**config.mk**
```make
export PLATFORM = sky130hd
export DESIGN_NAME = matrix_out_writer_flat
export DESIGN_NICKNAME = d
export VERILOG_FILES = /design/src/rtl/matrix_out_writer_if.sv /design/src/rtl/matrix_out_writer.sv /design/src/flat_wrapper.sv
export SDC_FILE = /design/constraint.sdc
export NUM_CORES = 1
export LEC_CHECK = 0
export BUFFER_PORTS_ARGS = -buffer_cell sky130_fd_sc_hd__buf_2
export CAP_MARGIN = 20
export CORE_ASPECT_RATIO = 1.2
export CORE_MARGIN = 5
export CORE_UTILIZATION = 60
export CTS_CLUSTER_DIAMETER = 200
export CTS_CLUSTER_SIZE = 16
export DETAILED_ROUTE_END_ITERATION = 12
export PLACE_DENSITY_LB_ADDON = 0.2
export SYNTH_ARGS = -nofsm -noshare
export SYNTH_HDL_FRONTEND = slang
export SYNTH_SLANG_ARGS = --single-unit
```
**constraint.sdc**
```tcl
create_clock -name clk -period 5.3 [get_ports clk]
set_clock_uncertainty 0.05 [all_clocks]
set_input_delay 1.325 -clock clk [delete_from_list [all_inputs] [get_ports clk]]
set_output_delay 1.325 -clock clk [all_outputs]
set_load 0.02 [all_outputs]
```
**src/rtl/matrix_out_writer_if.sv**
```systemverilog
// Bus bundle between the matrix output writer and its surroundings:
// job control/config, skewed column results, psum read port, output write port.
interface matrix_out_writer_if #(
  parameter int COL       = 4,
  parameter int ACC_WIDTH = 20,
  parameter int AW        = 9
);
  logic                          start;
  logic [AW-1:0]                 cfg_i_rows;
  logic [AW-1:0]                 cfg_psum_offset;
  logic [AW-1:0]                 cfg_o_offset_w;
  logic                          cfg_accum_en;
  logic [COL-1:0]                col_valid;
  logic [COL-1:0][ACC_WIDTH-1:0] col_data;
  logic                          psum_ren;
  logic [AW-1:0]                 psum_addr;
  logic [COL-1:0][ACC_WIDTH-1:0] psum_rdata;
  logic                          o_wen;
  logic [AW-1:0]                 o_addr;
  logic [COL-1:0][ACC_WIDTH-1:0] o_wdata;
  logic                          busy;
  logic                          done;
  logic                          err;

  modport master (
    output start, cfg_i_rows, cfg_psum_offset, cfg_o_offset_w, cfg_accum_en,
    output col_valid, col_data, psum_rdata,
    input  psum_ren, psum_addr, o_wen, o_addr, o_wdata, busy, done, err
  );

  modport slave (
    input  start, cfg_i_rows, cfg_psum_offset, cfg_o_offset_w, cfg_accum_en,
    input  col_valid, col_data, psum_rdata,
    output psum_ren, psum_addr, o_wen, o_addr, o_wdata, busy, done, err
  );
endinterface

```
**src/rtl/matrix_out_writer.sv**
```systemverilog
// De-skews column results leaving the systolic array into row vectors,
// optionally adds stored partial sums, and writes each row to output memory.
module matrix_out_writer #(
  parameter int WIDTH     = 8,
  parameter int COL       = 4,
  parameter int O_SIZE    = 512,
  parameter int MAX_ROW   = 16,
  parameter int ACC_WIDTH = 2*WIDTH+$clog2(MAX_ROW)
) (
  input logic          clk,
  input logic          rst,
  matrix_out_writer_if.slave bus
);
  localparam int AW = $clog2(O_SIZE);

  typedef enum logic [1:0] {IDLE, RUN, DONE} state_t;
  typedef logic [COL-1:0][ACC_WIDTH-1:0] vec_t;

  // Base + offset modulo the memory depth (operands are already < O_SIZE).
  function automatic logic [AW-1:0] wrap_addr(input logic [AW-1:0] a, input logic [AW-1:0] b);
    logic [AW:0] s;
    s = {1'b0, a} + {1'b0, b};
    if (s >= O_SIZE[AW:0]) s = s - O_SIZE[AW:0];
    return s[AW-1:0];
  endfunction

  // Per-column two's-complement add, wrapping at ACC_WIDTH bits.
  function automatic vec_t add_wrap(input vec_t a, input vec_t b);
    vec_t r;
    logic signed [ACC_WIDTH-1:0] sa, sb;
    for (int c = 0; c < COL; c++) begin
      sa   = signed'(a[c]);
      sb   = signed'(b[c]);
      r[c] = sa + sb;
    end
    return r;
  endfunction

  logic [COL-1:0] dly_vld;
  vec_t           dly_dat;

  for (genvar c = 0; c < COL; c++) begin : g_skew
    localparam int D = COL-1-c;
    if (D == 0) begin : g_pass
      assign dly_vld[c] = bus.col_valid[c];
      assign dly_dat[c] = bus.col_data[c];
    end else begin : g_sr
      logic [D-1:0]                vld_q, vld_d;
      logic [D-1:0][ACC_WIDTH-1:0] dat_q, dat_d;
      // Delay line: shifts every cycle, independent of job state
      always_comb begin
        vld_d    = vld_q;
        dat_d    = dat_q;
        vld_d[0] = bus.col_valid[c];
        dat_d[0] = bus.col_data[c];
        for (int k = 1; k < D; k++) begin
          vld_d[k] = vld_q[k-1];
          dat_d[k] = dat_q[k-1];
        end
      end
      // Delay-line registers
      always_ff @(posedge clk) begin
        if (rst) begin
          vld_q <= '0;
          dat_q <= '0;
        end else begin
          vld_q <= vld_d;
          dat_q <= dat_d;
        end
      end
      assign dly_vld[c] = vld_q[D-1];
      assign dly_dat[c] = dat_q[D-1];
    end
  end

  state_t        state_q, state_d;
  logic [AW-1:0] row_cnt_q, row_cnt_d;
  logic [AW-1:0] i_rows_q, i_rows_d;
  logic [AW-1:0] psum_off_q, psum_off_d;
  logic [AW-1:0] o_off_q, o_off_d;
  logic          accum_q, accum_d;
  logic          err_q, err_d;
  logic          vld_p0_q, vld_p0_d;
  logic          last_p0_q, last_p0_d;
  vec_t          vec_p0_q, vec_p0_d;
  logic [AW-1:0] addr_p0_q, addr_p0_d;
  logic          o_wen_q, o_wen_d;
  logic [AW-1:0] o_addr_q, o_addr_d;
  vec_t          o_wdata_q, o_wdata_d;
  logic          done_q, done_d;

  logic aligned, skew_err, issue;
  assign aligned  = &dly_vld;
  assign skew_err = (|dly_vld) && !aligned;
  assign issue    = (state_q == RUN) && aligned && (row_cnt_q < i_rows_q);

  assign bus.psum_ren  = issue && accum_q;
  assign bus.psum_addr = bus.psum_ren ? wrap_addr(psum_off_q, row_cnt_q) : '0;
  assign bus.o_wen     = o_wen_q;
  assign bus.o_addr    = o_addr_q;
  assign bus.o_wdata   = o_wdata_q;
  assign bus.done      = done_q;
  assign bus.err       = err_q;
  assign bus.busy      = (state_q == RUN) || (state_q == DONE);

  // Job FSM, row issue and the two-stage write pipeline
  always_comb begin
    state_d    = state_q;
    row_cnt_d  = row_cnt_q;
    i_rows_d   = i_rows_q;
    psum_off_d = psum_off_q;
    o_off_d    = o_off_q;
    accum_d    = accum_q;
    err_d      = err_q;
    vld_p0_d   = 1'b0;
    last_p0_d  = last_p0_q;
    vec_p0_d   = vec_p0_q;
    addr_p0_d  = addr_p0_q;
    o_addr_d   = o_addr_q;
    o_wdata_d  = o_wdata_q;

    case (state_q)
      IDLE: begin
        if (bus.start) begin
          i_rows_d   = bus.cfg_i_rows;
          psum_off_d = bus.cfg_psum_offset;
          o_off_d    = bus.cfg_o_offset_w;
          accum_d    = bus.cfg_accum_en;
          row_cnt_d  = '0;
          err_d      = 1'b0;
          state_d    = (bus.cfg_i_rows == '0) ? DONE : RUN;
        end
      end
      RUN: begin
        if (skew_err) err_d = 1'b1;
        // p0: capture the aligned row and its output address
        if (issue) begin
          vld_p0_d  = 1'b1;
          vec_p0_d  = dly_dat;
          addr_p0_d = wrap_addr(o_off_q, row_cnt_q);
          last_p0_d = (row_cnt_q == i_rows_q - AW'(1));
          row_cnt_d = row_cnt_q + AW'(1);
        end
        if (vld_p0_q && last_p0_q) state_d = DONE;
      end
      DONE:    state_d = IDLE;
      default: state_d = IDLE;
    endcase

    // p1: add the psum read that returns this cycle and register the write
    o_wen_d = vld_p0_q;
    if (vld_p0_q) begin
      o_addr_d  = addr_p0_q;
      o_wdata_d = add_wrap(vec_p0_q, accum_q ? bus.psum_rdata : '0);
    end
    done_d = (state_q == DONE);
  end

  // State and pipeline registers; reset abandons any job in flight
  always_ff @(posedge clk) begin
    if (rst) begin
      state_q    <= IDLE;
      row_cnt_q  <= '0;
      i_rows_q   <= '0;
      psum_off_q <= '0;
      o_off_q    <= '0;
      accum_q    <= 1'b0;
      err_q      <= 1'b0;
      vld_p0_q   <= 1'b0;
      last_p0_q  <= 1'b0;
      vec_p0_q   <= '0;
      addr_p0_q  <= '0;
      o_wen_q    <= 1'b0;
      o_addr_q   <= '0;
      o_wdata_q  <= '0;
      done_q     <= 1'b0;
    end else begin
      state_q    <= state_d;
      row_cnt_q  <= row_cnt_d;
      i_rows_q   <= i_rows_d;
      psum_off_q <= psum_off_d;
      o_off_q    <= o_off_d;
      accum_q    <= accum_d;
      err_q      <= err_d;
      vld_p0_q   <= vld_p0_d;
      last_p0_q  <= last_p0_d;
      vec_p0_q   <= vec_p0_d;
      addr_p0_q  <= addr_p0_d;
      o_wen_q    <= o_wen_d;
      o_addr_q   <= o_addr_d;
      o_wdata_q  <= o_wdata_d;
      done_q     <= done_d;
    end
  end
endmodule

```
**src/flat_wrapper.sv**
```systemverilog
// flat-port wrapper written by rule: the top's interface ports become plain ports
module matrix_out_writer_flat 
#(
  parameter int WIDTH     = 8,
  parameter int COL       = 4,
  parameter int O_SIZE    = 512,
  parameter int MAX_ROW   = 16,
  parameter int ACC_WIDTH = 2*WIDTH+$clog2(MAX_ROW)
)
  (clk, rst, bus_start, bus_cfg_i_rows, bus_cfg_psum_offset, bus_cfg_o_offset_w, bus_cfg_accum_en, bus_col_valid, bus_col_data, bus_psum_rdata, bus_psum_ren, bus_psum_addr, bus_o_wen, bus_o_addr, bus_o_wdata, bus_busy, bus_done, bus_err);
  matrix_out_writer_if #(.COL(COL), .ACC_WIDTH(ACC_WIDTH)) bus_i ();
  input logic clk;
  input logic rst;
  input wire logic [$bits(bus_i.start)-1:0] bus_start;
  input wire logic [$bits(bus_i.cfg_i_rows)-1:0] bus_cfg_i_rows;
  input wire logic [$bits(bus_i.cfg_psum_offset)-1:0] bus_cfg_psum_offset;
  input wire logic [$bits(bus_i.cfg_o_offset_w)-1:0] bus_cfg_o_offset_w;
  input wire logic [$bits(bus_i.cfg_accum_en)-1:0] bus_cfg_accum_en;
  input wire logic [$bits(bus_i.col_valid)-1:0] bus_col_valid;
  input wire logic [$bits(bus_i.col_data)-1:0] bus_col_data;
  input wire logic [$bits(bus_i.psum_rdata)-1:0] bus_psum_rdata;
  output wire logic [$bits(bus_i.psum_ren)-1:0] bus_psum_ren;
  output wire logic [$bits(bus_i.psum_addr)-1:0] bus_psum_addr;
  output wire logic [$bits(bus_i.o_wen)-1:0] bus_o_wen;
  output wire logic [$bits(bus_i.o_addr)-1:0] bus_o_addr;
  output wire logic [$bits(bus_i.o_wdata)-1:0] bus_o_wdata;
  output wire logic [$bits(bus_i.busy)-1:0] bus_busy;
  output wire logic [$bits(bus_i.done)-1:0] bus_done;
  output wire logic [$bits(bus_i.err)-1:0] bus_err;
  assign bus_i.start = bus_start;
  assign bus_i.cfg_i_rows = bus_cfg_i_rows;
  assign bus_i.cfg_psum_offset = bus_cfg_psum_offset;
  assign bus_i.cfg_o_offset_w = bus_cfg_o_offset_w;
  assign bus_i.cfg_accum_en = bus_cfg_accum_en;
  assign bus_i.col_valid = bus_col_valid;
  assign bus_i.col_data = bus_col_data;
  assign bus_i.psum_rdata = bus_psum_rdata;
  assign bus_psum_ren = bus_i.psum_ren;
  assign bus_psum_addr = bus_i.psum_addr;
  assign bus_o_wen = bus_i.o_wen;
  assign bus_o_addr = bus_i.o_addr;
  assign bus_o_wdata = bus_i.o_wdata;
  assign bus_busy = bus_i.busy;
  assign bus_done = bus_i.done;
  assign bus_err = bus_i.err;
  matrix_out_writer #(.WIDTH(WIDTH), .COL(COL), .O_SIZE(O_SIZE), .MAX_ROW(MAX_ROW), .ACC_WIDTH(ACC_WIDTH)) u_core (.clk(clk), .rst(rst), .bus(bus_i));
endmodule
```
-- Word level (Yosys, flattened, before mapping)
Index checks and enable logic that the tools add are counted.
- add/subtract/negate cells: 10
- $lt $le $gt $ge: 3
- equality and inequality tests: 7
- multiplexer cells: 15
- bitwise operators: 1
- reduce and logical (&&, ||, !) cells: 18
- operator list (kind ; count):
    $add 20x20->20 ; 4
    $mux 80 ; 1
    $mux 9 ; 5
    $sub 9x1->9 const B ; 3
    $add 9x9->10 ; 2
    $ge 10x10->1 const B ; 2
    $pmux 9 s2 ; 1
    $add 9x1->9 const B ; 1
    $eq 9x9->1 ; 1
    $logic_not 9->1 ; 1
    $lt 9x9->1 ; 1
    $mux 2 ; 3
    $reduce_and 2->1 ; 3
    $reduce_and 3->1 ; 2
    $logic_and 1x1->1 ; 5
    $ne 2x1->1 const B ; 2
    $ne 2x2->1 const B ; 2
    $pmux 2 s2 ; 1
    $reduce_and 4->1 ; 1
    $reduce_or 4->1 ; 1
    $mux 1 ; 3
    $eq 2x1->1 const B ; 1
    $eq 2x2->1 const B ; 1
    $logic_not 2->1 ; 1
    6 further kinds ; 6
- register bits after elaboration: 348
- input port bits: 195
- output and inout port bits: 103
- logic and storage cells: 84

-- Logic depth before layout (Yosys ltp)
Gate-level depths: netlist (run 1).
- depth in word-level cells: 5
- depth in mapped cells: 13

-- Worst setup path after synthesis (run 1)
No wires, ideal clock.
- kind: input port to output port
- start: input bus_col_valid[3]
- end: output bus_psum_addr[2]
- arrival time: 2750 ps
- required time: 3925 ps
- slack: 1175 ps
- stages on the path: 7
- path buffers: 1
- path through: nand4_1 -> nor3b_1 -> o21ai_1 -> nor2_2 -> buf_2 -> nand2_1 -> nor3_1
- cells in the longest elaborated chain, start to end: 5
- ends and longest elaborated chain (item ; RTL line ; source):
    start, declared ; flat_wrapper.sv:19 ; input wire logic [$bits(bus_i.col_valid)-1:0] bus_col_valid;
    $reduce_and 4->1 ; matrix_out_writer.sv:93 ; assign aligned = &dly_vld;
    $logic_and 1x1->1 (2 in a row) ; matrix_out_writer.sv:95 ; assign issue = (state_q == RUN) && aligned && (row_cnt_q < i_rows_q);
    $logic_and 1x1->1 ; matrix_out_writer.sv:97 ; assign bus.psum_ren = issue && accum_q;
    $mux 9 ; matrix_out_writer.sv:98 ; assign bus.psum_addr = bus.psum_ren ? wrap_addr(psum_off_q, row_cnt_q) : '0;
    end, declared ; flat_wrapper.sv:23 ; output wire logic [$bits(bus_i.psum_addr)-1:0] bus_psum_addr;
No other way between the ends.

-- Worst setup path in the final report (run 1)
- start: register u_core.row_cnt_q[1]
- end: output bus_psum_addr[8]
- cells in the longest elaborated chain, start to end: 4
- ends and longest elaborated chain (item ; RTL line ; source):
    start, declared ; matrix_out_writer.sv:77 ; logic [AW-1:0] row_cnt_q, row_cnt_d;
    start signal, assigned ; matrix_out_writer.sv:179 ; row_cnt_q <= row_cnt_d;
    $add 9x9->10 or $lt 9x9->1 (tied branches) ; matrix_out_writer.sv:22, matrix_out_writer.sv:95 ;
    $sub 9x1->9, or another cell as far along ; matrix_out_writer.sv:23 ; if (s >= O_SIZE[AW:0]) s = s - O_SIZE[AW:0];
    $mux 9 or $logic_and 1x1->1 (tied branches) ; matrix_out_writer.sv:23, matrix_out_writer.sv:97 ;
    $mux 9 * ; matrix_out_writer.sv:98 ;
Mark *: on every way between the ends. The rest lies on a longest branch, timed or not.

==> results.cfg, run 1 <==
[outcome]
status = complete, no violations

[floorplanning]
coreArea_sq_um = 26900
fp.dieH_um = 190
io_pins = 298
dieArea_sq_um = 30500
start_util = 0.604
row_count = 66
die_w_um = 160

[global_routing]
grt_max_degree = 136
grt_pass1_wl_mm = 65.5
track_usage = 0.256
antenna_found_initial = 3
first_global_vias = 13635
grt-ovfl-total = 0

[clock_tree]
clock_latency_ns = 0.54
cts_tree = built
clkSinkCount = 348
cts_hold_buf = 0
cts_buffer_depth = 3
cts_setup_buffers = 0
numCtsBuffers = 25
clk_pin_slew_ns = 0.07
cts_max_level = 1
cts-root-buf = clkbuf_16
cts_resized = 0

[power_and_ir_drop]
power.internal_uw = 3750
p_leak_uw = 0.00800
power_frac_clock = 0.357
ir_drop_v = 0.000244
p_sw_uw = 1140
switching_share = 0.233
combPwrFrac = 0.088
powerDensity_nw_per_um2 = 263
share_seq_of_total_power = 0.555

[final_layout]
fin_nets = 2426
register_area_sq_um = 6970
area_delta_synth_final_pct = 14.3
finalInstanceArea_sq_um = 18600
fillCellCount = 2246
multiInputGateArea_sq_um = 8770
layout-drive-gt1-share = 0.174

[worst_setup_path]
reg2reg_to = u_core.bus.o_wdata[79]$_SDFFE_PP0P_
crit_path_top_delay_cell = dfxtp_1
critPathKind = reg2out
cp_top_family = compound AO/OA/AOI/OAI gates
reg2regPathDepth = 9
startpoint = u_core.row_cnt_q[1]$_SDFFE_PP0P_
crit_buf_inv = 2
rr_startpoint = u_core.accum_q$_SDFFE_PP0P_
cp.required_ns = 3.92
path_cells = inv_1 -> fa_1 -> nor2b_1 -> o21ai_0 -> a21boi_0 -> o21ai_0 -> a21oi_1 -> o21a_1 -> o21ba_2 -> buf_2
arrival_ns = 2.98
slowest_delay_ns = 0.55
regToRegSetupSlack_ns = 1.74
endpoint_kind = output port
crit_fanout = 8
critPathLaunchType = flip-flop
worst_path_most_repeated_cell = o21ai_0

[min_path]
hold_depth = 1
min-delay-start = u_core.g_skew[1].g_sr.dat_d[39]$_SDFF_PP0_
hold_class = reg2reg
holdPathEnd = u_core.dly_dat[39]$_SDFF_PP0_

[routing]
drt_iter0_drc = 709
post_drt_wl_per_cell_um = 16.4
antenna_left = 0
drcViolationCount = 0
viasPerCell = 5.53
drt_pass1_iterations = 6
routed_wl_mm = 40.3
via_count = 13620

[synth]
ys_seq_area_frac = 0.429
synthCells = 1874
synth_edf_count = 0
syn-cell-area_sq_um = 16300
synth_area_per_cell_sq_um = 8.67
synth-seq-cells = 348
ys_types = 79
async_flop_share = 0
synth_area_leaders = dfxtp_1 43%, ha_1 8.2%, nand2_1 7.0%, a21oi_1 6.2%, nor2b_1 5.2%
synth_warnings = 0
synth_nets = 2181
synth_top_cell_by_area = dfxtp_1
yosys_most_used_dff = dfxtp_1
yosysTopAreaCellShare = 0.429

[sta]
setup_ws_ns = 0.946
worst_pin_slew_ns = 1.09
max_clock_freq_mhz = 230
setup_viol = 0
min_period_over_period = 0.822
worst_slew_margin_rel = 0.270
drv_slew = 0
fin_crit_ns = 4.35
rsz0062_at_grt = false
hold_viol_final = 0
tns_ns = 0

[run]
drv_cap = 0

[placed_design]
hpwlAfterDp_mm = 29.2
finalWeightedCongestion = 0.900
io_buffers = 297
pre_cts_slack_ns = 1.23
placedInstanceArea_sq_um = 17900
-- layout make-up --
| type | instances | area share |
|---|---|---|
| antenna | 1 | 0.000135 |
| sequential | 348 | 0.375 |
| tap | 340 | 0.0229 |
| timing repair buffer | 309 | 0.0854 |
| clock inverter | 2 | 0.00209 |
| multi-input combinational | 1393 | 0.472 |
| clock buffer | 26 | 0.0339 |
| inverter | 42 | 0.00848 |
-- power by group through the flow --
stage	clock network [uW]	logic, uW	registers (uW)
2_1_floorplan	0	288	2760
3_3_place_gp	0	418	2770
3_5_place_dp	0	428	2780
4_1_cts	1790	433	2720
5_1_grt	1890	484	2720
6_report	1750	432	2720
-- worst max-delay path by stage --
stage,end,slack (ns),cells after the start
after floorplan,bus_psum_addr[2],1.18,7
after global placement,bus_psum_addr[8],1.24,8
after detailed placement,bus_psum_addr[8],1.23,8
after CTS,bus_psum_addr[8],0.97,10
after global routing,bus_psum_addr[8],0.61,10
final,bus_psum_addr[8],0.95,10
-- synth_stat cells (4+ instances only) --
cell type / instances
and2_1: 81
clkbuf_1: 59
nand2_1: 305
o211ai_1: 6
nand2b_1: 10
buf_1: 15
o31ai_1: 4
a211oi_2: 4
inv_1: 41
a21oi_1: 200
dfxtp_1: 348
nor2b_1: 134
ha_1: 106
o21a_1: 11
o21ai_0: 68
nor3_1: 18
buf_2: 14
o21ai_1: 5
xnor2_1: 44
a21o_1: 29
fa_1: 6
nor2_1: 114
a211oi_1: 25
nand3_1: 28
nand4_1: 10
a211o_1: 6
and3_1: 6
o21bai_1: 21
xor2_1: 26
nand3b_1: 4
or3_1: 11
a31oi_1: 4
mux2i_1: 35
-- registers in the layout (all words and copies together), names as in the netlist, 2 cells and up --
register                  count
u_core.o_off_q                9
u_core.state_q                2
u_core.dly_dat               40
u_core.addr_p0_q              9
u_core.row_cnt_q              9
u_core.bus.o_wdata           80
u_core.g_skew.g_sr.vld_q      6
u_core.i_rows_q               9
u_core.bus.o_addr             9
u_core.g_skew.g_sr.dat_q     20
u_core.psum_off_q             9
u_core.g_skew.g_sr.dat_d     60
u_core.vec_p0_q              80
-- cell families after synthesis --
group,Yosys count,synth area share
xor+xnor,70,0.0377
buf+inv,133,0.0325
mux,35,0.0216
flops,348,0.429
simple gates,743,0.221
fa+ha+maj,112,0.0890
compound gates,433,0.169
-- stage by stage --
stage	std cells	utilization	hold slack (ns)	power (uW)
3_5_place_dp	2432	0.665	0.370	3200
2_1_floorplan	1874	-	0.364	3050
4_1_cts	2460	0.690	0.383	4940
5_1_grt	2461	0.690	0.402	5100
3_3_place_gp	2432	0.665	0.366	3190
6_report	2461	0.690	0.378	4890
-- metal layers --
layer,vias to the layer above,share of wire,global-route usage
met5,-,0.00052,0
met4,4,0.032,0.0834
met3,95,0.056,0.0424
met2,367,0.49,0.462
met1,6307,0.42,0.312
li1,6847,-,-
-- placed cells by master, fill, tap and decap left out, types with 4 or more instances in the layout --
cell type  netlist  final
a211o_1          6      6
a211oi_1        25     25
a211oi_2         4      4
a21o_1          29     29
a21oi_1        200    200
a31oi_1          4      4
and2_1          81     81
and3_1           6      6
buf_2           14    296
buf_4            3     12
clkbuf_16        0     25
dfxtp_1        348    346
fa_1             6      6
ha_1           106    106
inv_1           41     41
mux2i_1         35     35
nand2_1        305    305
nand2b_1        10     10
nand3_1         28     28
nand3b_1         4      4
nand4_1         10     10
nor2_1         114    113
nor2b_1        134    134
nor3_1          18     18
o211ai_1         6      6
o21a_1          11     11
o21ai_0         68     68
o21ai_1          5      5
o21bai_1        21     21
o31ai_1          4      4
or3_1           11     11
xnor2_1         44     44
xor2_1          26     26
Note: power is estimated with default switching activity, not from simulation.
==> inputs of run 2 (changes only) <==
CORE_UTILIZATION = 51   (was 60)
clock period = 3.95 ns   (was 5.3 ns; I/O delays follow)
==> run 2 against run 1 <==
- die area grew 17%
- clock-buffer cell count is the same
- worst hold slack is essentially flat
- global-route usage shrank 3.1 points
- design area grew 1.2%
- setup slack lost 0.74 ns
- via count shrank 0.20%
- critical path type unchanged
- largest cell class unchanged
- largest power group unchanged
==> results.cfg, run 2 (synthesis gave the netlist of run 1 again) <==
[final_layout]
layout_common_cells = 345 x dfxtp_1, 304 x nand2_1, 296 x buf_2
finalInstanceArea_sq_um = 18800
area_delta_synth_final_pct = 15.7
finalNonFillerCells = 2538
fin_nets = 2441
layout_commonest_cell = dfxtp_1
layout-drive-gt1-share = 0.182

[worst_setup_path]
crit_fanout = 9
cp.required_ns = 2.91
critPathKind = reg2out
endpoint_kind = output port
critPathLaunchType = flip-flop
arrival_ns = 2.70

[power_and_ir_drop]
p_leak_uw = 0.00809
total_power_uw = 6600
ir_drop_v = 0.000358
powerDensity_nw_per_um2 = 351

[clock_tree]
clkSinkCount = 348
cts_max_level = 1
numCtsBuffers = 25
cts-root-buf = clkbuf_16
cts_buffer_depth = 3
clk_pin_slew_ns = 0.08
cts_hold_buf = 0
clock_latency_ns = 0.54
cts_tree = built

[placed_design]
dp.cells = 2505
placedInstanceArea_sq_um = 18100
finalWeightedCongestion = 0.932
hpwlAfterDp_mm = 30.0
io_buffers = 297
pre_cts_slack_ns = 0.341

[global_routing]
grt-ovfl-total = 0
grt_pass1_wl_mm = 67.0
antenna_found_initial = 2
grt_max_degree = 95
track_usage = 0.225
first_global_vias = 13648

[routing]
drt_pass1_iterations = 5
via_count = 13593
routed_wl_mm = 41.2
antenna_left = 0
viasPerCell = 5.36
post_drt_wl_per_cell_um = 16.3
drcViolationCount = 0
drt_iter0_drc = 708

[sta]
worst_pin_slew_ns = 1.09
min_period_over_period = 0.947
fin_crit_ns = 3.74
drv_slew = 0
rsz0062_at_grt = false
worst_slew_margin_rel = 0.271
max_clock_freq_mhz = 267
tns_ns = 0
hold_viol_final = 0
setup_ws_ns = 0.209
setup_viol = 0

[min_path]
hold_class = reg2reg

[outcome]
status = complete, no violations

[floorplanning]
start_util = 0.517
coreArea_sq_um = 31400
row_count = 71
dieArea_sq_um = 35600
io_pins = 298
fp.dieH_um = 206
die_w_um = 173

[run]
drv_cap = 0
==> run 2: report_power, final <==
group / internal, uW / switching (uW) / leakage, uW / total, uW
clock: 1190 / 1170 / 0.000328 / 2360
sequential: 3590 / 47.9 / 0.00283 / 3640
combinational: 267 / 337 / 0.00492 / 604
==> run 2: cell type report <==
cell class | count | area (sq um)
fill | 2921 | 12600
multi-input combinational | 1393 | 8790
sequential | 348 | 6970
timing repair buffer | 324 | 1710
clock buffer | 26 | 629
tap | 401 | 502
inverter | 42 | 158
clock inverter | 2 | 38.8
antenna | 2 | 5.00
==> run 2: per-stage QoR <==
step | hold slack [ns] | utilization
floorplan | 0.364 | -
global placement | 0.365 | 0.575
detailed placement | 0.370 | 0.575
CTS | 0.377 | 0.597
global route | 0.401 | 0.598
finish | 0.378 | 0.598
==> run 2: path summary, 6_finish.rpt <==
check                                   from                                   to  slack [ns]  depth (start not counted)
min            u_core.dly_dat[18]$_SDFF_PP0_     u_core.vec_p0_q[18]$_SDFFE_PP0P_        0.38                          2
max reg2reg      u_core.accum_q$_SDFFE_PP0P_  u_core.bus.o_wdata[77]$_SDFFE_PP0P_        0.65                         10
min reg2reg    u_core.dly_dat[18]$_SDFF_PP0_     u_core.vec_p0_q[18]$_SDFFE_PP0P_        0.38                          2
max          u_core.i_rows_q[1]$_SDFFE_PP0P_                     bus_psum_addr[2]        0.21                         11
==> run 2: critical path, cell delays in order, from the launching register on <==
cell and delay [ns]:
dfxtp_1 0.36, inv_1 0.07, ha_1 0.29, nor2b_1 0.14, o21a_1 0.16, o21ai_0 0.19
a211oi_2 0.10, buf_4 0.16, nor2_4 0.12, nand2_2 0.13, nor3_1 0.25, buf_2 0.21
==> run 2: per-layer routing <==
| layer | vias up | wire length [um] | GRT usage |
|---|---|---|---|
| met4 | 0 | 1200 | 0.0724 |
| met2 | 326 | 20000 | 0.403 |
| met5 | - | 0 | 0 |
| met3 | 68 | 2140 | 0.0362 |
| li1 | 6873 | - | - |
| met1 | 6326 | 17900 | 0.278 |
==> run 2: what timing repair did <==
action | in CTS | in global routing
gates resized for setup | 1 | 7
endpoints found under the setup margin | 1 | 2
gates cloned | 0 | 0
pin swaps | 0 | 3
setup buffers | 0 | 3
==> inputs of run 3 (changes only) <==
clock period = 3.2 ns   (was 3.95 ns; I/O delays follow)
==> run 3 against run 2 <==
- the flow now finishes with violations (negative setup slack)
- non-clock buffer count grew 28
- setup slack got worse by 0.46 ns
- global-route usage rose by 0.52 points
- sequential cell count unchanged
- power grew 25%
- design area is 2.9% higher
- die area did not move
- sequential share of layout area fell by 0.96 points
- routed wire length grew 3.9%
- via count grew 1.5%
- critical endpoint is now bus_psum_addr[6]
- largest cell class unchanged
==> results.cfg, run 3 (synthesis gave the netlist of run 1 again) <==
[global_routing]
grt-ovfl-total = 0
grt_pass1_wl_mm = 67.8
grt_max_degree = 124
first_global_vias = 13711
antenna_found_initial = 2
track_usage = 0.230

[sta]
setup_ws_ns = -0.250
rsz0062_at_grt = true
worst_slew_margin_rel = 0.467
setup_viol = 9
min_period_over_period = 1.08
holdWs_ns = 0.381
hold_viol_final = 0
fin_crit_ns = 3.45
worst_pin_slew_ns = 0.798
max_clock_freq_mhz = 290
drv_slew = 0

[worst_setup_path]
reg2regPathDepth = 11
critPathKind = reg2out
startpoint = u_core.psum_off_q[0]$_SDFFE_PP0P_
reg2reg_to = u_core.bus.o_wdata[52]$_SDFFE_PP0P_
endpoint_kind = output port
critPathLaunchType = flip-flop
rr_startpoint = u_core.accum_q$_SDFFE_PP0P_
cp.required_ns = 2.35
arrival_ns = 2.60
crit_fanout = 2
regToRegSetupSlack_ns = 0.21
crit_path_end = bus_psum_addr[6]

[final_layout]
layout_common_cells = 339 x dfxtp_1, 304 x nand2_1, 286 x buf_2
layout-drive-gt1-share = 0.208
layout_commonest_cell = dfxtp_1
finalNonFillerCells = 2567
area_delta_synth_final_pct = 19.0
fin_nets = 2470

[routing]
antenna_left = 0
drt_iter0_drc = 747
drcViolationCount = 0
post_drt_wl_per_cell_um = 16.7
routed_wl_mm = 42.9
viasPerCell = 5.38
drt_pass1_iterations = 5
via_count = 13798

[clock_tree]
clock_latency_ns = 0.56
clk_pin_slew_ns = 0.07
cts-root-buf = clkbuf_16
cts_hold_buf = 0
numCtsBuffers = 25
clkSinkCount = 348
cts_max_level = 1
cts_buffer_depth = 3
cts_tree = built

[floorplanning]
start_util = 0.517
row_count = 71
io_pins = 298
die_w_um = 173
coreArea_sq_um = 31400
dieArea_sq_um = 35600
fp.dieH_um = 206

[outcome]
status = finished, violations left
violations = negative setup slack

[run]
drv_cap = 0

[power_and_ir_drop]
total_power_uw = 8260
p_leak_uw = 0.00829
powerDensity_nw_per_um2 = 427
ir_drop_v = 0.000366

[placed_design]
dp.cells = 2525
io_buffers = 297
finalWeightedCongestion = 0.918
hpwlAfterDp_mm = 30.7

[min_path]
hold_class = reg2reg
run 3: cell types whose count changed in the layout (fill, tap and decap cells not counted), moves of 4 or more:
cell / previous run / this run
a21oi_1: 199 / 195
a21oi_2: 3 / 7
ha_4: 0 / 4
buf_12: 1 / 5
buf_2: 296 / 286
buf_4: 26 / 47
o21ai_2: 2 / 7
buf_6: 0 / 13
dfxtp_1: 345 / 339
ha_1: 106 / 102
inv_1: 41 / 37
run 3: final cells by class:
class                      count  area [sq um]
antenna                        2          5.00
clock buffer                  26           629
clock inverter                 2          50.0
fill                        2799         12100
inverter                      42           163
multi-input combinational   1394          8960
sequential                   348          6990
tap                          401           502
timing repair buffer         352          2050
run 3: metal layers:
metal / global-route usage / wire length, um
met1: 0.273 / 17600
met2: 0.418 / 21000
met3: 0.0373 / 2520
met4: 0.0912 / 1730
met5: 0 / 0
run 3: per-stage QoR:
step / cell area (sq um) / utilization / setup WS, ns / setup TNS, ns
6_report: 19300 / 0.615 / -0.250 / -0.902
5_1_grt: 19300 / 0.615 / -0.336 / -1.69
4_1_cts: 19200 / 0.611 / -0.177 / -0.662
3_5_place_dp: 18300 / 0.582 / -0.108 / -0.461
3_3_place_gp: 18300 / 0.582 / -0.0630 / -0.174
2_1_floorplan: 16300 / - / -0.0152 / -0.0303
run 3: repair_timing:
item / CTS / global route
pin swaps: 13 / 8
gates cloned: 1 / 0
gates resized for setup: 54 / 27
buffers inserted: 7 / 4
endpoints found under the setup margin: 10 / 19
run 3: how the worst min path moves through the flow:
stage / startpoint / endpoint / slack, ns / depth (start not counted)
2_1_floorplan: u_core.g_skew[0].g_sr.dat_d[40]$_SDFF_PP0_ / u_core.dly_dat[0]$_SDFF_PP0_ / 0.36 / 1
3_3_place_gp: u_core.g_skew[0].g_sr.dat_d[40]$_SDFF_PP0_ / u_core.dly_dat[0]$_SDFF_PP0_ / 0.37 / 1
3_5_place_dp: u_core.g_skew[0].g_sr.dat_d[49]$_SDFF_PP0_ / u_core.dly_dat[9]$_SDFF_PP0_ / 0.37 / 1
4_1_cts: bus_col_data[26] / u_core.g_skew[1].g_sr.dat_d[26]$_SDFF_PP0_ / 0.36 / 2
5_1_grt: bus_col_data[14] / u_core.g_skew[0].g_sr.dat_d[34]$_SDFF_PP0_ / 0.38 / 2
6_report: u_core.g_skew[0].g_sr.dat_d[49]$_SDFF_PP0_ / u_core.dly_dat[9]$_SDFF_PP0_ / 0.38 / 1
run 3: worst max-delay path: stages, from the launching register on:
cell	delay, ns
dfxtp_2	0.36
ha_4	0.15
inv_2	0.03
fa_2	0.35
nor2b_4	0.14
o21ai_2	0.09
a21boi_2	0.21
o21ai_2	0.10
buf_4	0.14
a21o_1	0.19
a21oi_2	0.13
buf_4	0.15
run 3: report_power, final:
part / total, uW / internal, uW / switching [uW]
clock: 2960 / 1480 / 1480
sequential: 4490 / 4440 / 56.7
combinational: 799 / 351 / 449
